### config.mk
export PLATFORM = sky130hd
export DESIGN_NAME = modport_top_flat
export DESIGN_NICKNAME = d
export VERILOG_FILES = /design/src/rtl/modport_top_if.sv /design/src/rtl/modport_top.sv /design/src/flat_wrapper.sv
export SDC_FILE = /design/constraint.sdc
export NUM_CORES = 1
export LEC_CHECK = 0
export ABC_AREA = 1
export BUFFER_PORTS_ARGS = -buffer_cell sky130_fd_sc_hd__buf_4
export CAP_MARGIN = 20
export CORE_AREA = 2 2 103 105
export CTS_BUF_LIST = sky130_fd_sc_hd__clkbuf_4 sky130_fd_sc_hd__clkbuf_8 sky130_fd_sc_hd__clkbuf_16
export DETAILED_ROUTE_END_ITERATION = 10
export DIE_AREA = 0 0 105 107
export PLACE_DENSITY = 0.77
export SETUP_SLACK_MARGIN = 0.2
export SYNTH_ARGS = -nofsm -noshare
export SYNTH_HDL_FRONTEND = slang
export SYNTH_SLANG_ARGS = --single-unit
### constraint.sdc
create_clock -name clk -period 6.9 [get_ports clk]
set_input_delay 1.035 -clock clk [delete_from_list [all_inputs] [get_ports clk]]
set_output_delay 1.035 -clock clk [all_outputs]
set_load 0.01 [all_outputs]
### src/rtl/modport_top_if.sv
// Byte-stream handshake bundle between a stream source and the UART transmitter.
interface modport_top_if #(
    parameter int unsigned DATA_WIDTH = 8
);
    logic [DATA_WIDTH-1:0] axis_data;
    logic                  axis_valid;
    logic                  axis_last;
    logic                  m_axis_ready;

    modport master (
        output axis_data,
        output axis_valid,
        output axis_last,
        input  m_axis_ready
    );

    modport slave (
        input  axis_data,
        input  axis_valid,
        input  axis_last,
        output m_axis_ready
    );
endinterface

### src/rtl/modport_top.sv
// Stream-to-UART transmitter: FIFO-buffered 8N1 serializer with an on-chip loopback receiver.
module modport_top #(
    parameter int unsigned DATA_WIDTH   = 8,
    parameter int unsigned FIFO_DEPTH   = 8,
    parameter int unsigned CLKS_PER_BIT = 434
) (
    input  logic                  clk,
    input  logic                  rst,
    modport_top_if.slave          axis,
    output logic                  uart_tx,
    output logic [DATA_WIDTH-1:0] rx_data,
    output logic                  rx_valid
);
    localparam int unsigned PtrW = $clog2(FIFO_DEPTH);
    localparam int unsigned CntW = $clog2(FIFO_DEPTH + 1);
    localparam int unsigned ClkW = $clog2(CLKS_PER_BIT);
    localparam int unsigned BitW = $clog2(DATA_WIDTH);

    localparam logic [CntW-1:0] CountFull = CntW'(FIFO_DEPTH);
    localparam logic [PtrW-1:0] PtrLast   = PtrW'(FIFO_DEPTH - 1);
    localparam logic [ClkW-1:0] ClkLast   = ClkW'(CLKS_PER_BIT - 1);
    localparam logic [ClkW-1:0] HalfLast  = ClkW'(CLKS_PER_BIT / 2 - 1);
    localparam logic [BitW-1:0] TxBitLast = BitW'(DATA_WIDTH - 1);
    localparam logic [BitW-1:0] RxBitLast = BitW'(DATA_WIDTH - 2);

    typedef enum logic [1:0] {TxIdle, TxStart, TxData, TxStop} tx_state_e;
    typedef enum logic [1:0] {RxIdle, RxStart, RxData, RxStop} rx_state_e;

    // FIFO
    logic [DATA_WIDTH-1:0] mem_q [FIFO_DEPTH];
    logic [PtrW-1:0]       wr_ptr_q, wr_ptr_d, rd_ptr_q, rd_ptr_d;
    logic [CntW-1:0]       count_q, count_d;
    logic                  ready, push, pop;

    // TX
    tx_state_e             tx_state_q, tx_state_d;
    logic [ClkW-1:0]       tx_cnt_q, tx_cnt_d;
    logic [BitW-1:0]       tx_bit_q, tx_bit_d;
    logic [DATA_WIDTH-1:0] tx_shift_q, tx_shift_d;
    logic                  tx_line_q, tx_line_d;

    // RX
    rx_state_e             rx_state_q, rx_state_d;
    logic [ClkW-1:0]       rx_cnt_q, rx_cnt_d;
    logic [BitW-1:0]       rx_bit_q, rx_bit_d;
    logic [DATA_WIDTH-1:0] rx_shift_q, rx_shift_d;
    logic [DATA_WIDTH-1:0] rx_data_q, rx_data_d;
    logic                  rx_valid_q, rx_valid_d;
    logic                  rx_meta_q, rx_sync_q;

    // End-of-packet marker is accepted but carries no meaning on the serial line.
    logic unused_last;
    assign unused_last = axis.axis_last;

    assign ready             = (count_q != CountFull);
    assign axis.m_axis_ready = ready;
    assign push              = axis.axis_valid && ready;
    assign uart_tx           = tx_line_q;
    assign rx_data           = rx_data_q;
    assign rx_valid          = rx_valid_q;

    always_comb begin
        wr_ptr_d = wr_ptr_q;
        rd_ptr_d = rd_ptr_q;
        count_d  = count_q;
        if (push) wr_ptr_d = (wr_ptr_q == PtrLast) ? '0 : wr_ptr_q + 1'b1;
        if (pop)  rd_ptr_d = (rd_ptr_q == PtrLast) ? '0 : rd_ptr_q + 1'b1;
        unique case ({push, pop})
            2'b10:   count_d = count_q + 1'b1;
            2'b01:   count_d = count_q - 1'b1;
            default: count_d = count_q;
        endcase
    end

    always_comb begin
        tx_state_d = tx_state_q;
        tx_cnt_d   = tx_cnt_q;
        tx_bit_d   = tx_bit_q;
        tx_shift_d = tx_shift_q;
        tx_line_d  = tx_line_q;
        pop        = 1'b0;
        unique case (tx_state_q)
            TxIdle: begin
                tx_line_d = 1'b1;
                if (count_q != '0) begin
                    pop        = 1'b1;
                    tx_shift_d = mem_q[rd_ptr_q];
                    tx_line_d  = 1'b0;
                    tx_cnt_d   = '0;
                    tx_state_d = TxStart;
                end
            end
            TxStart: begin
                if (tx_cnt_q == ClkLast) begin
                    tx_cnt_d   = '0;
                    tx_bit_d   = '0;
                    tx_line_d  = tx_shift_q[0];
                    tx_state_d = TxData;
                end else begin
                    tx_cnt_d = tx_cnt_q + 1'b1;
                end
            end
            TxData: begin
                if (tx_cnt_q == ClkLast) begin
                    tx_cnt_d = '0;
                    if (tx_bit_q == TxBitLast) begin
                        tx_line_d  = 1'b1;
                        tx_state_d = TxStop;
                    end else begin
                        tx_bit_d   = tx_bit_q + 1'b1;
                        tx_shift_d = tx_shift_q >> 1;
                        tx_line_d  = tx_shift_q[1];
                    end
                end else begin
                    tx_cnt_d = tx_cnt_q + 1'b1;
                end
            end
            TxStop: begin
                if (tx_cnt_q == ClkLast) begin
                    tx_cnt_d = '0;
                    // Chain straight into the next start bit so queued frames are gapless.
                    if (count_q != '0) begin
                        pop        = 1'b1;
                        tx_shift_d = mem_q[rd_ptr_q];
                        tx_line_d  = 1'b0;
                        tx_state_d = TxStart;
                    end else begin
                        tx_line_d  = 1'b1;
                        tx_state_d = TxIdle;
                    end
                end else begin
                    tx_cnt_d = tx_cnt_q + 1'b1;
                end
            end
            default: tx_state_d = TxIdle;
        endcase
    end

    always_comb begin
        rx_state_d = rx_state_q;
        rx_cnt_d   = rx_cnt_q;
        rx_bit_d   = rx_bit_q;
        rx_shift_d = rx_shift_q;
        rx_data_d  = rx_data_q;
        rx_valid_d = 1'b0;
        unique case (rx_state_q)
            RxIdle: begin
                // A high level during the half-bit qualification window is a glitch.
                if (rx_sync_q) begin
                    rx_cnt_d = '0;
                end else if (rx_cnt_q == HalfLast) begin
                    rx_cnt_d   = '0;
                    rx_state_d = RxStart;
                end else begin
                    rx_cnt_d = rx_cnt_q + 1'b1;
                end
            end
            RxStart: begin
                if (rx_cnt_q == ClkLast) begin
                    rx_cnt_d   = '0;
                    rx_bit_d   = '0;
                    rx_shift_d = {rx_sync_q, rx_shift_q[DATA_WIDTH-1:1]};
                    rx_state_d = RxData;
                end else begin
                    rx_cnt_d = rx_cnt_q + 1'b1;
                end
            end
            RxData: begin
                if (rx_cnt_q == ClkLast) begin
                    rx_cnt_d   = '0;
                    rx_shift_d = {rx_sync_q, rx_shift_q[DATA_WIDTH-1:1]};
                    if (rx_bit_q == RxBitLast) rx_state_d = RxStop;
                    else                       rx_bit_d   = rx_bit_q + 1'b1;
                end else begin
                    rx_cnt_d = rx_cnt_q + 1'b1;
                end
            end
            RxStop: begin
                if (rx_cnt_q == ClkLast) begin
                    rx_cnt_d   = '0;
                    rx_state_d = RxIdle;
                    if (rx_sync_q) begin
                        rx_data_d  = rx_shift_q;
                        rx_valid_d = 1'b1;
                    end
                end else begin
                    rx_cnt_d = rx_cnt_q + 1'b1;
                end
            end
            default: rx_state_d = RxIdle;
        endcase
    end

    always_ff @(posedge clk) begin
        if (push) mem_q[wr_ptr_q] <= axis.axis_data;
    end

    always_ff @(posedge clk) begin
        if (!rst) begin
            wr_ptr_q   <= '0;
            rd_ptr_q   <= '0;
            count_q    <= '0;
            tx_state_q <= TxIdle;
            tx_cnt_q   <= '0;
            tx_bit_q   <= '0;
            tx_shift_q <= '0;
            tx_line_q  <= 1'b1;
            rx_meta_q  <= 1'b1;
            rx_sync_q  <= 1'b1;
            rx_state_q <= RxIdle;
            rx_cnt_q   <= '0;
            rx_bit_q   <= '0;
            rx_shift_q <= '0;
            rx_data_q  <= '0;
            rx_valid_q <= 1'b0;
        end else begin
            wr_ptr_q   <= wr_ptr_d;
            rd_ptr_q   <= rd_ptr_d;
            count_q    <= count_d;
            tx_state_q <= tx_state_d;
            tx_cnt_q   <= tx_cnt_d;
            tx_bit_q   <= tx_bit_d;
            tx_shift_q <= tx_shift_d;
            tx_line_q  <= tx_line_d;
            rx_meta_q  <= tx_line_q;
            rx_sync_q  <= rx_meta_q;
            rx_state_q <= rx_state_d;
            rx_cnt_q   <= rx_cnt_d;
            rx_bit_q   <= rx_bit_d;
            rx_shift_q <= rx_shift_d;
            rx_data_q  <= rx_data_d;
            rx_valid_q <= rx_valid_d;
        end
    end
endmodule

### src/flat_wrapper.sv
// flat-port wrapper written by rule: the top's interface ports become plain ports
module modport_top_flat 
#(
    parameter int unsigned DATA_WIDTH   = 8,
    parameter int unsigned FIFO_DEPTH   = 8,
    parameter int unsigned CLKS_PER_BIT = 434
)
  (clk, rst, uart_tx, rx_data, rx_valid, axis_axis_data, axis_axis_valid, axis_axis_last, axis_m_axis_ready);
  modport_top_if #(.DATA_WIDTH(DATA_WIDTH)) axis_i ();
  input  logic clk;
  input  logic rst;
  output logic uart_tx;
  output logic [DATA_WIDTH-1:0] rx_data;
  output logic rx_valid;
  input wire logic [$bits(axis_i.axis_data)-1:0] axis_axis_data;
  input wire logic [$bits(axis_i.axis_valid)-1:0] axis_axis_valid;
  input wire logic [$bits(axis_i.axis_last)-1:0] axis_axis_last;
  output wire logic [$bits(axis_i.m_axis_ready)-1:0] axis_m_axis_ready;
  assign axis_i.axis_data = axis_axis_data;
  assign axis_i.axis_valid = axis_axis_valid;
  assign axis_i.axis_last = axis_axis_last;
  assign axis_m_axis_ready = axis_i.m_axis_ready;
  modport_top #(.DATA_WIDTH(DATA_WIDTH), .FIFO_DEPTH(FIFO_DEPTH), .CLKS_PER_BIT(CLKS_PER_BIT)) u_core (.clk(clk), .rst(rst), .axis(axis_i), .uart_tx(uart_tx), .rx_data(rx_data), .rx_valid(rx_valid));
endmodule
# After elaboration in Yosys (flattened, before gate mapping)
# Memory sizes are Yosys's and may differ from the RTL's. A register that Yosys moved wholly into a read port is not among the register bits.
# Cells that the tools add are included.
# W data, S select, Z words.
[totals]
in_bits = 12
n_memories = 1
ramBits = 64
ff_bits = 66
[memory_table]
columns = ["memory", "words", "word_bits", "read_ports", "rd_clocked_by_memory_dff", "wr", "line", "text"]
rows = [
  ["u_core.mem_q", 8, 8, 1, 1, 1, "modport_top.sv:30", "logic [DATA_WIDTH-1:0] mem_q [FIFO_DEPTH];"],
]
[op_classes]
mux = 51
addsub = 8
eq_ne = 29
n_reduce_logical = 20
[ops]
columns = ["cell", "n"]
rows = [
  ["$mux W9", 5],
  ["$pmux W9 S2", 2],
  ["$mux W8", 4],
  ["$mux W3", 10],
  ["$pmux W8 S3", 1],
  ["$mux W2", 11],
  ["$ne A2 B1 Y1 const B", 10],
  ["$add A9 B1 Y9 const B", 2],
  ["$eq A9 B9 Y1 const B", 2],
  ["$pmux W2 S4", 2],
  ["$add A3 B1 Y3 const B", 4],
  ["$eq A3 B3 Y1 const B", 4],
  ["$pmux W3 S2", 2],
  ["$reduce_and A4 Y1", 3],
  ["$mux W1", 11],
  ["$eq A2 B2 Y1 const B", 5],
  ["$eq A9 B8 Y1 const B", 1],
  ["$reduce_and A3 Y1", 3],
  ["$pmux W4 S2", 1],
  ["$eq A2 B1 Y1 const B", 3],
  ["$ne A2 B2 Y1 const B", 3],
  ["$reduce_and A6 Y1", 1],
  ["$reduce_bool A2 Y1", 3],
  ["$reduce_or A3 Y1", 2],
  ["12 further kinds", 13],
]

# Logic depth before layout (Yosys ltp)
# Gate-level depths: netlist of the first run.
[depth]
depth_word = 6
mapped_depth = 20

# Least setup slack after synthesis of the first run
# Ideal clock, no wire load.
[synth_path]
path_type = "reg2reg"
from = "reg u_core.tx_state_q[0]"
to = "reg u_core.count_q[2]"
path_slack_ns = 4.564
setup_ns = 0.115
t_arrival_ns = 2.221
path_stages_with_launch = 13
required_time_ns = 6.785
path_buffers = 0
path_cell_list = "dfxtp_1 > inv_1 > ha_1 > nor2_1 > inv_1 > nor2_1 > ha_1 > xor2_1 > ha_1 > a21oi_1 > xnor2_1 > o21ai_0 > inv_1"
[synth_via]
elab_chain_len = 4
[synth_lines]
columns = ["item", "line", "text"]
rows = [
  ["from (decl)", "modport_top.sv:36", "tx_state_e tx_state_q, tx_state_d;"],
  ["from (signal assigned)", "modport_top.sv:203", "tx_state_q <= TxIdle;"],
  ["from (signal assigned)", "modport_top.sv:220", "tx_state_q <= tx_state_d;"],
  ["$eq A2 B2 Y1 / $logic_not A2 Y1 (equally long branches)", "modport_top.sv:82", "unique case (tx_state_q)"],
  ["$pmux W1 S2 *", "modport_top.sv:82", ""],
  ["$eq A2 B1 Y1 / $eq A2 B2 Y1 (equally long branches)", "modport_top.sv:68", "unique case ({push, pop})"],
  ["$pmux W4 S2 / $reduce_bool A2 Y1 (equally long branches)", "n/a", ""],
  ["to (signal assigned)", "modport_top.sv:219", "count_q <= count_d;"],
  ["to (decl)", "modport_top.sv:32", "logic [CntW-1:0] count_q, count_d;"],
]
# Every way passes the cells marked *; elsewhere a longest branch is shown, timed or not.
# A chain may end at the register's enable or synchronous reset.

# Worst setup path in the final report of the first run
# Ends and elaborated chain as after synthesis.

==> run_results.csv, run 1 <==
group,metric,value,unit
outcome,status,"finished clean",
synthesis,synthAdderAreaFrac,0.0546,
clock_tree,ctsLongestPathBuffers,2,
synthesis,yosys.area_share.simple,0.242,
worst_setup_path,rrSetupSlack,4190,ps
pwr,peakVddDrop,0.230,mV
sta,period_share,0.392,
sta,slew_violations,0,
worst_setup_path,cp-start-kind,"flip-flop",
clock_tree,cts_resized,0,
global_route,antenna_found_initial,0,
clock_tree,cts_root_buf,"clkbuf_8",
layout,fin_nets,705,
layout,area_delta_synth_final,14.1,%
global_route,grt_overflow,0,
global_route,grt_pass1_wl,20.0,mm
sta,fin_skew,8.11,ps
place,port_buffers,21,
worst_setup_path,path_class,"flip-flop to flip-flop",
die,core-area,0.0101,mm²
pwr,p_int,0.00171,W
synthesis,netlist_area,0.00596,mm²
synthesis,synth_top_area_frac,0.322,
sta,relSlewSlack,0.318,
pwr,p_comb_frac,0.273,
drt,vias,4386,
synthesis,muxShareOfSynthArea,0,
sta,post-route-min-period,2710,ps
global_route,grt_max_degree,34,
place,place_hpwl,7.58,mm
drt,viasPerCell,5.38,
synthesis,synth-compound-area-share,0.0756,
die,rows,37,
synthesis,syn_inst,646,
clock_tree,post_cts_buffers,0,
drt,drt-total-wl,12.1,mm
drt,antenna_left,0,
die,die_w,105,µm
sta,setup-tns-final,0,ps
die,fp.dieArea,0.0112,mm²
drt,drt_pass1_iterations,5,
synthesis,ys_seq_elements,133,
clock_tree,cts_tree,"yes",
clock_tree,clk_latency,530,ps
worst_setup_path,endpoint_kind,"flip-flop",
worst_setup_path,cp.arrival,3130,ps
clock_tree,clk_pin_slew,60,ps
layout,layout-drive-gt1-share,0.134,
sta,setup-violations-final,0,
die,initial_core_util,0.591,
pwr,pwr-share-seq,0.385,
worst_setup_path,cp.required,7330,ps
synthesis,synth_area_leader_cell,"edfxtp_1",
die,io_pins,23,
synthesis,netlist_top_cells_area,"edfxtp_1 32%, dfxtp_1 23%, nand2_1 8.4%",
synthesis,synthesis.nets,684,
global_route,grtUsageTotal,0.229,
sta,worst_slew_pin_slew,1020,ps
synthesis,ys_types,39,
worst_hold_path,min_path_type,"flip-flop to flip-flop",
sta,setup_ws,4190,ps
drt,drc,0,
job,cap_violations,0,
layout,antennaDiodeCount,0,
synthesis,synthXorXnorAreaFrac,0.0147,
clock_tree,htree_num_levels,4,
place,place_ws,4210,ps
sta,whs,419,ps
sta,hold_violations,0,
clock_tree,cts_num_sinks,133,
drt,wl_per_cell,14.8,µm
worst_hold_path,hold_depth,1,
pwr,switchingPower,0.000868,W
pwr,p_per_area,379,mW/mm²
sta,fmax,370,MHz
layout,fin_util,0.674,
global_route,grt_pass1_vias,4346,
synthesis,yosysWarnings,0,
pwr,swShare,0.337,
drt,drt-initial-drc-count,244,
worst_setup_path,critPathMaxFanout,7,
layout,fillers,811,
die,dieHeight,107,µm
pwr,pwr-share-clk,0.342,
place,gp_congestion,0.845,
pwr,p_leak,2.75,nW
clock_tree,ctsHoldBuffers,0,
synthesis,syn_avg_cell_area,9.23,µm²
sta,rsz0062_at_grt,"false",
worst_setup_path,rr_worst_depth,12,
clock_tree,cts-buffers-inserted,17,
synthesis,synth_top_family_by_area,"simple AND/OR/NAND/NOR gates",
synthesis,ys_seq_area_frac,0.554,
-- worst paths after layout --
| kind | startpoint | end |
|---|---|---|
| setup / recovery | u_core.tx_state_q[0]$_SDFFE_PN0P_ | u_core.count_q[2]$_SDFFE_PN0P_ |
| hold reg to reg | u_core.rx_meta_q$_SDFF_PN1_ | u_core.rx_sync_q$_SDFF_PN1_ |
| hold / removal | u_core.rx_meta_q$_SDFF_PN1_ | u_core.rx_sync_q$_SDFF_PN1_ |
| setup reg to reg | u_core.tx_state_q[0]$_SDFFE_PN0P_ | u_core.count_q[2]$_SDFFE_PN0P_ |
-- stage by stage --
stage	power (W)	cells	instance area, µm²
3_5_place_dp	0.00168	783	6180
2_1_floorplan	0.00153	646	5960
5_1_grt	0.00272	816	6800
3_3_place_gp	0.00165	783	6180
4_1_cts	0.00257	815	6780
6_report	0.00258	816	6800
-- power by group through the flow --
stage	logic [W]	clock network, W	registers (W)
2_1_floorplan	0.000564	0	0.000962
3_3_place_gp	0.000626	0	0.00102
3_5_place_dp	0.000652	0	0.00103
4_1_cts	0.000666	0.000890	0.00101
5_1_grt	0.000795	0.000920	0.00100
6_report	0.000702	0.000882	0.000991
-- metal layers --
metal  share of wire  GRT usage
met1            0.41      0.270
met2            0.51      0.399
met3           0.057     0.0486
met4           0.023      0.109
met5               0          0
-- state kept, by name (all words and copies together), names as in the netlist, named ones only --
name               count
u_core.tx_bit_q        3
u_core.rx_bit_q        3
u_core.rx_meta_q       1
u_core.tx_cnt_q        9
u_core.uart_tx         1
u_core.rx_data         8
u_core.rx_shift_q      8
u_core.tx_state_q      2
u_core.wr_ptr_q        3
u_core.tx_shift_q      8
u_core.rx_state_q      2
u_core.rd_ptr_q        3
u_core.rx_sync_q       1
u_core.mem_q          64
u_core.rx_valid        1
u_core.count_q         4
u_core.rx_cnt_q        9
-- area by class of cell --
cell class                      instances  area [µm²]  area share
Sequential cell                       133        3300       0.485
Multi-Input combinational cell        430        2310       0.339
Clock buffer                           23         507      0.0745
Inverter                               63         241      0.0355
Timing Repair Buffer                   22         185      0.0272
Tap cell                              136         170      0.0250
Clock inverter                          9        90.1      0.0132
-- logic make-up (layout without fill, tap and decap cells) --
| group | count (synthesis) | after routing |
|---|---|---|
| and+or+nand+nor | 312 | 312 |
| DFF | 133 | 133 |
| buffers and inverters | 83 | 117 |
| AOI/OAI and AO/OA | 82 | 82 |
| adders and majority gates | 26 | 26 |
| xor gates and xnor gates | 10 | 10 |
-- cells in the mapped netlist --
| library cell | n |
|---|---|
| or2_1 | 1 |
| o211a_1 | 1 |
| nand2_2 | 3 |
| buf_4 | 5 |
| nand3_1 | 81 |
| a22oi_1 | 1 |
| nand3b_1 | 3 |
| nor2_4 | 4 |
| xor2_1 | 5 |
| o21bai_1 | 1 |
| nand2_4 | 3 |
| o21a_1 | 1 |
| or2_2 | 11 |
| xnor2_1 | 5 |
| clkbuf_1 | 7 |
| o21ai_2 | 1 |
| nor2_2 | 1 |
| inv_1 | 55 |
| o21ai_0 | 22 |
| nand2_1 | 134 |
| buf_6 | 1 |
| dfxtp_1 | 69 |
| o211ai_1 | 3 |
| edfxtp_1 | 64 |
| nor3_2 | 1 |
| clkinv_4 | 1 |
| a21oi_1 | 44 |
| nand3_2 | 1 |
| o21bai_2 | 1 |
| buf_2 | 7 |
| ha_1 | 26 |
| nand4_1 | 6 |
| inv_2 | 7 |
| a211oi_1 | 1 |
| a211oi_2 | 1 |
| nor2_8 | 2 |
| nor3_1 | 6 |
| o21ai_1 | 5 |
| nor2_1 | 55 |
-- critical path, cell delays in order, from the launching register on --
cell and delay (ps):
dfxtp_1 430, inv_1 110, ha_1 360, nor2_1 350, inv_1 100, nor2_1 190
ha_1 230, xor2_1 270, ha_1 200, a21oi_1 50, xnor2_1 120, o21ai_0 150
inv_1 50
-- layout by cell type (no fill, tap or decap), types with 4 or more instances in the layout --
master     Yosys  final
xnor2_1        5      5
edfxtp_1      64     64
clkbuf_16      0     18
o21ai_1        5      5
nor2_4         4      4
nand4_1        6      6
buf_4          5     21
dfxtp_1       69     69
nor2_1        55     55
ha_1          26     26
nand3_1       81     81
clkinv_4       1      4
a21oi_1       44     44
inv_1         55     55
inv_2          7      7
or2_2         11     11
nand2_1      134    134
o21ai_0       22     22
xor2_1         5      5
nor3_1         6      6
No activity file was read; power rests on OpenSTA's default activity.
==> run 2, diff against run 1 <==
ABC_AREA = 0   (was 1)
CORE_AREA = 2 2 101 103   (was 2 2 103 105)
DIE_AREA = 0 0 103 105   (was 0 0 105 107)
clock period = 2.55 ns   (was 6.9 ns; I/O delays follow)
==> run_results.csv, run 2 <==
group,metric,value,unit
drt,drt-initial-drc-count,172,
layout,instances_no_fill,646,
worst_setup_path,cp.arrival,2840,ps
synthesis,netlist_area,0.00576,mm²
die,die_w,103,µm
worst_setup_path,r2r_start,"u_core.count_q[2]$_SDFFE_PN0P_",
worst_setup_path,rr_worst_depth,10,
layout,top_register,"u_core.mem_q",
clock_tree,clk_pin_slew,60,ps
worst_hold_path,hold_start,"axis_axis_data[4]",
place,dp.cells,610,
sta,relSlewSlack,0.634,
worst_setup_path,crit_buf_inv,1,
worst_setup_path,cp.required,3010,ps
die,dieHeight,105,µm
sta,worst_slew_pin_slew,548,ps
clock_tree,cts-buffers-inserted,17,
layout,layout_commonest_cell,"edfxtp_1",
pwr,power,0.00648,W
clock_tree,cts_num_sinks,133,
drt,antenna_left,0,
sta,whs,86.0,ps
worst_setup_path,r2r_end,"u_core.count_q[3]$_SDFFE_PN0P_",
sta,period_share,0.931,
drt,viasPerCell,5.59,
synthesis,ys_top_cells_by_count,"69 x dfxtp_1, 64 x edfxtp_1, 37 x nand2_1",
drt,drc,0,
layout,layout-drive-gt1-share,0.228,
synthesis,ys_types,51,
synthesis,yosysWarnings,0,
die,rows,36,
synthesis,syn_inst,456,
sta,fmax,421,MHz
clock_tree,cts_root_buf,"clkbuf_8",
worst_setup_path,crit_path_cell_trace,"nor4_4, nor2_2, o21a_4, buf_4, ha_2, nor4bb_4, a21oi_1, o22a_1, or3_1, a21boi_1",
sta,setup-violations-final,0,
worst_hold_path,hold_end,"u_core.mem_q[5][4]$_DFFE_PP_",
clock_tree,ctsLongestPathBuffers,2,
die,core-area,0.00964,mm²
layout,area_delta_synth_final,19.0,%
die,fp.dieArea,0.0108,mm²
global_route,grt_max_degree,47,
worst_setup_path,path_class,"flip-flop to flip-flop",
synthesis,netlist_top_cells_area,"edfxtp_1 33%, dfxtp_1 24%, mux4_2 6.3%",
drt,wl_per_cell,16.5,µm
layout,fillers,649,
sta,rsz0062_at_grt,"true",
worst_setup_path,cp-start-kind,"flip-flop",
global_route,grt_overflow,0,
synthesis,ys_seq_area_frac,0.574,
synthesis,syn_avg_cell_area,12.6,µm²
place,place_hpwl,6.81,mm
worst_hold_path,hold_depth,1,
layout,fin_nets,538,
pwr,peakVddDrop,0.811,mV
global_route,antenna_found_initial,0,
outcome,status,"finished clean",
clock_tree,htree_num_levels,4,
synthesis,ys_seq_elements,133,
sta,fin_skew,4.96,ps
layout,reg_top3,"u_core.mem_q (64), u_core.rx_cnt_q (9), u_core.tx_cnt_q (9)",
layout,largest_reg_flops,64,
global_route,grt_pass1_wl,17.7,mm
drt,drt-total-wl,10.6,mm
place,port_buffers,21,
synthesis,synthesis.nets,494,
pwr,p_per_area,945,mW/mm²
layout,final_cell_area,0.00685,mm²
clock_tree,clk_latency,530,ps
synthesis,synth_edf_count,64,
drt,vias,3610,
worst_setup_path,critPathMaxStageDelay,370,ps
global_route,grtUsageTotal,0.217,
worst_setup_path,endpoint_kind,"flip-flop",
layout,fin_util,0.711,
synthesis,synthFlopType,"dfxtp_1",
place,gp_congestion,0.798,
synthesis,synthArstFlopShare,0,
synthesis,synth_top_area_frac,0.334,
worst_setup_path,rrSetupSlack,180,ps
sta,post-route-min-period,2370,ps
place,place_area,0.00615,mm²
worst_setup_path,path_depth,10,
job,cap_violations,0,
sta,slew_violations,0,
drt,drt_pass1_iterations,4,
worst_hold_path,min_path_type,"input port to flip-flop",
worst_setup_path,path_delay_family,"simple AND/OR/NAND/NOR gates",
sta,hold_violations,0,
worst_setup_path,critPathSlowestCell,"nor4_4",
layout,final_cell_mix,"64 x edfxtp_1, 62 x dfxtp_1, 43 x buf_4",
pwr,p_leak,2.39,nW
layout,antennaDiodeCount,0,
die,io_pins,23,
global_route,grt_pass1_vias,3593,
die,initial_core_util,0.597,
synthesis,synth_area_leader_cell,"edfxtp_1",
synthesis,yosysMostFrequentCell,"dfxtp_1",
clock_tree,cts_tree,"yes",
worst_setup_path,critPathMaxFanout,6,
-- run 2: changes by cell type after synthesis, sizes merged, moves of 10 or more --
cell | previous run | this run
a21boi | 0 | 17
or2 | 12 | 0
nand2 | 140 | 37
nand3 | 82 | 16
nor2b | 0 | 14
nor2 | 62 | 31
inv | 62 | 12
nand2b | 0 | 10
mux4 | 0 | 16
o21ai | 28 | 18
a21oi | 44 | 4
mux2i | 0 | 23
-- run 2: where the power goes --
part | switching [W] | total (W) | internal [W]
clock | 0.000926 | 0.00235 | 0.00143
combinational | 0.000819 | 0.00156 | 0.000745
sequential | 0.000145 | 0.00256 | 0.00242
-- run 2: how the worst max path moves through the flow --
stage / endpoint / slack (ps) / start
floorplan: u_core.count_q[3]$_SDFFE_PN0P_ / 210 / u_core.tx_cnt_q[1]$_SDFFE_PN0N_
global placement: u_core.count_q[3]$_SDFFE_PN0P_ / 150 / u_core.tx_cnt_q[1]$_SDFFE_PN0N_
detailed placement: u_core.count_q[3]$_SDFFE_PN0P_ / -20 / u_core.tx_state_q[1]$_SDFFE_PN0P_
CTS: u_core.count_q[3]$_SDFFE_PN0P_ / 170 / u_core.tx_state_q[0]$_SDFFE_PN0P_
global route: u_core.count_q[3]$_SDFFE_PN0P_ / 20 / u_core.count_q[2]$_SDFFE_PN0P_
finish: u_core.count_q[3]$_SDFFE_PN0P_ / 180 / u_core.count_q[2]$_SDFFE_PN0P_
-- run 2: logic make-up after synthesis --
kind of cell / after synthesis / synth area share
AO/OA/AOI/OAI: 62 / 0.0757
XOR/XNOR: 18 / 0.0274
adder cells (fa/ha/maj): 26 / 0.0565
buffers and inverters: 30 / 0.0228
flip-flops: 133 / 0.574
multiplexers: 39 / 0.103
AND/OR/NAND/NOR: 148 / 0.141
-- run 2: what timing repair did --
item,CTS,global route
pin swaps,6,4
hold buffers,0,0
endpoints found under the setup margin,2,2
resized for setup,20,5
buffers inserted,4,0
-- run 2: cell type report --
type / instances / area (µm²) / share of cell area
Timing Repair Buffer: 43 / 323 / 0.0471
Multi-Input combinational cell: 293 / 2420 / 0.354
Sequential cell: 133 / 3310 / 0.484
Clock buffer: 19 / 429 / 0.0626
Tap cell: 133 / 166 / 0.0243
Clock inverter: 13 / 149 / 0.0217
Inverter: 12 / 45.0 / 0.00657
-- run 2: layer usage --
layer	vias up	share of wire	track usage
met3	16	0.032	0.0642
li1	1761	-	-
met5	-	0	0
met4	0	0.015	0.0799
met2	64	0.50	0.344
met1	1769	0.45	0.280
-- run 2: worst register-to-register path, cell delays in order (launching register included) --
cell	delay [ps]
dfxtp_2	360
nor4_4	370
nor2_2	80
o21a_4	150
buf_4	140
ha_2	200
nor4bb_4	250
a21oi_1	80
o22a_1	230
or3_1	320
a21boi_1	120
-- run 2: through the flow --
stage / setup WS (ps) / TNS (ps)
after CTS: 174 / 0
after floorplan: 211 / 0
after detailed placement: -16.2 / -16.2
final: 176 / 0
after global routing: 24.1 / 0
after global placement: 146 / 0
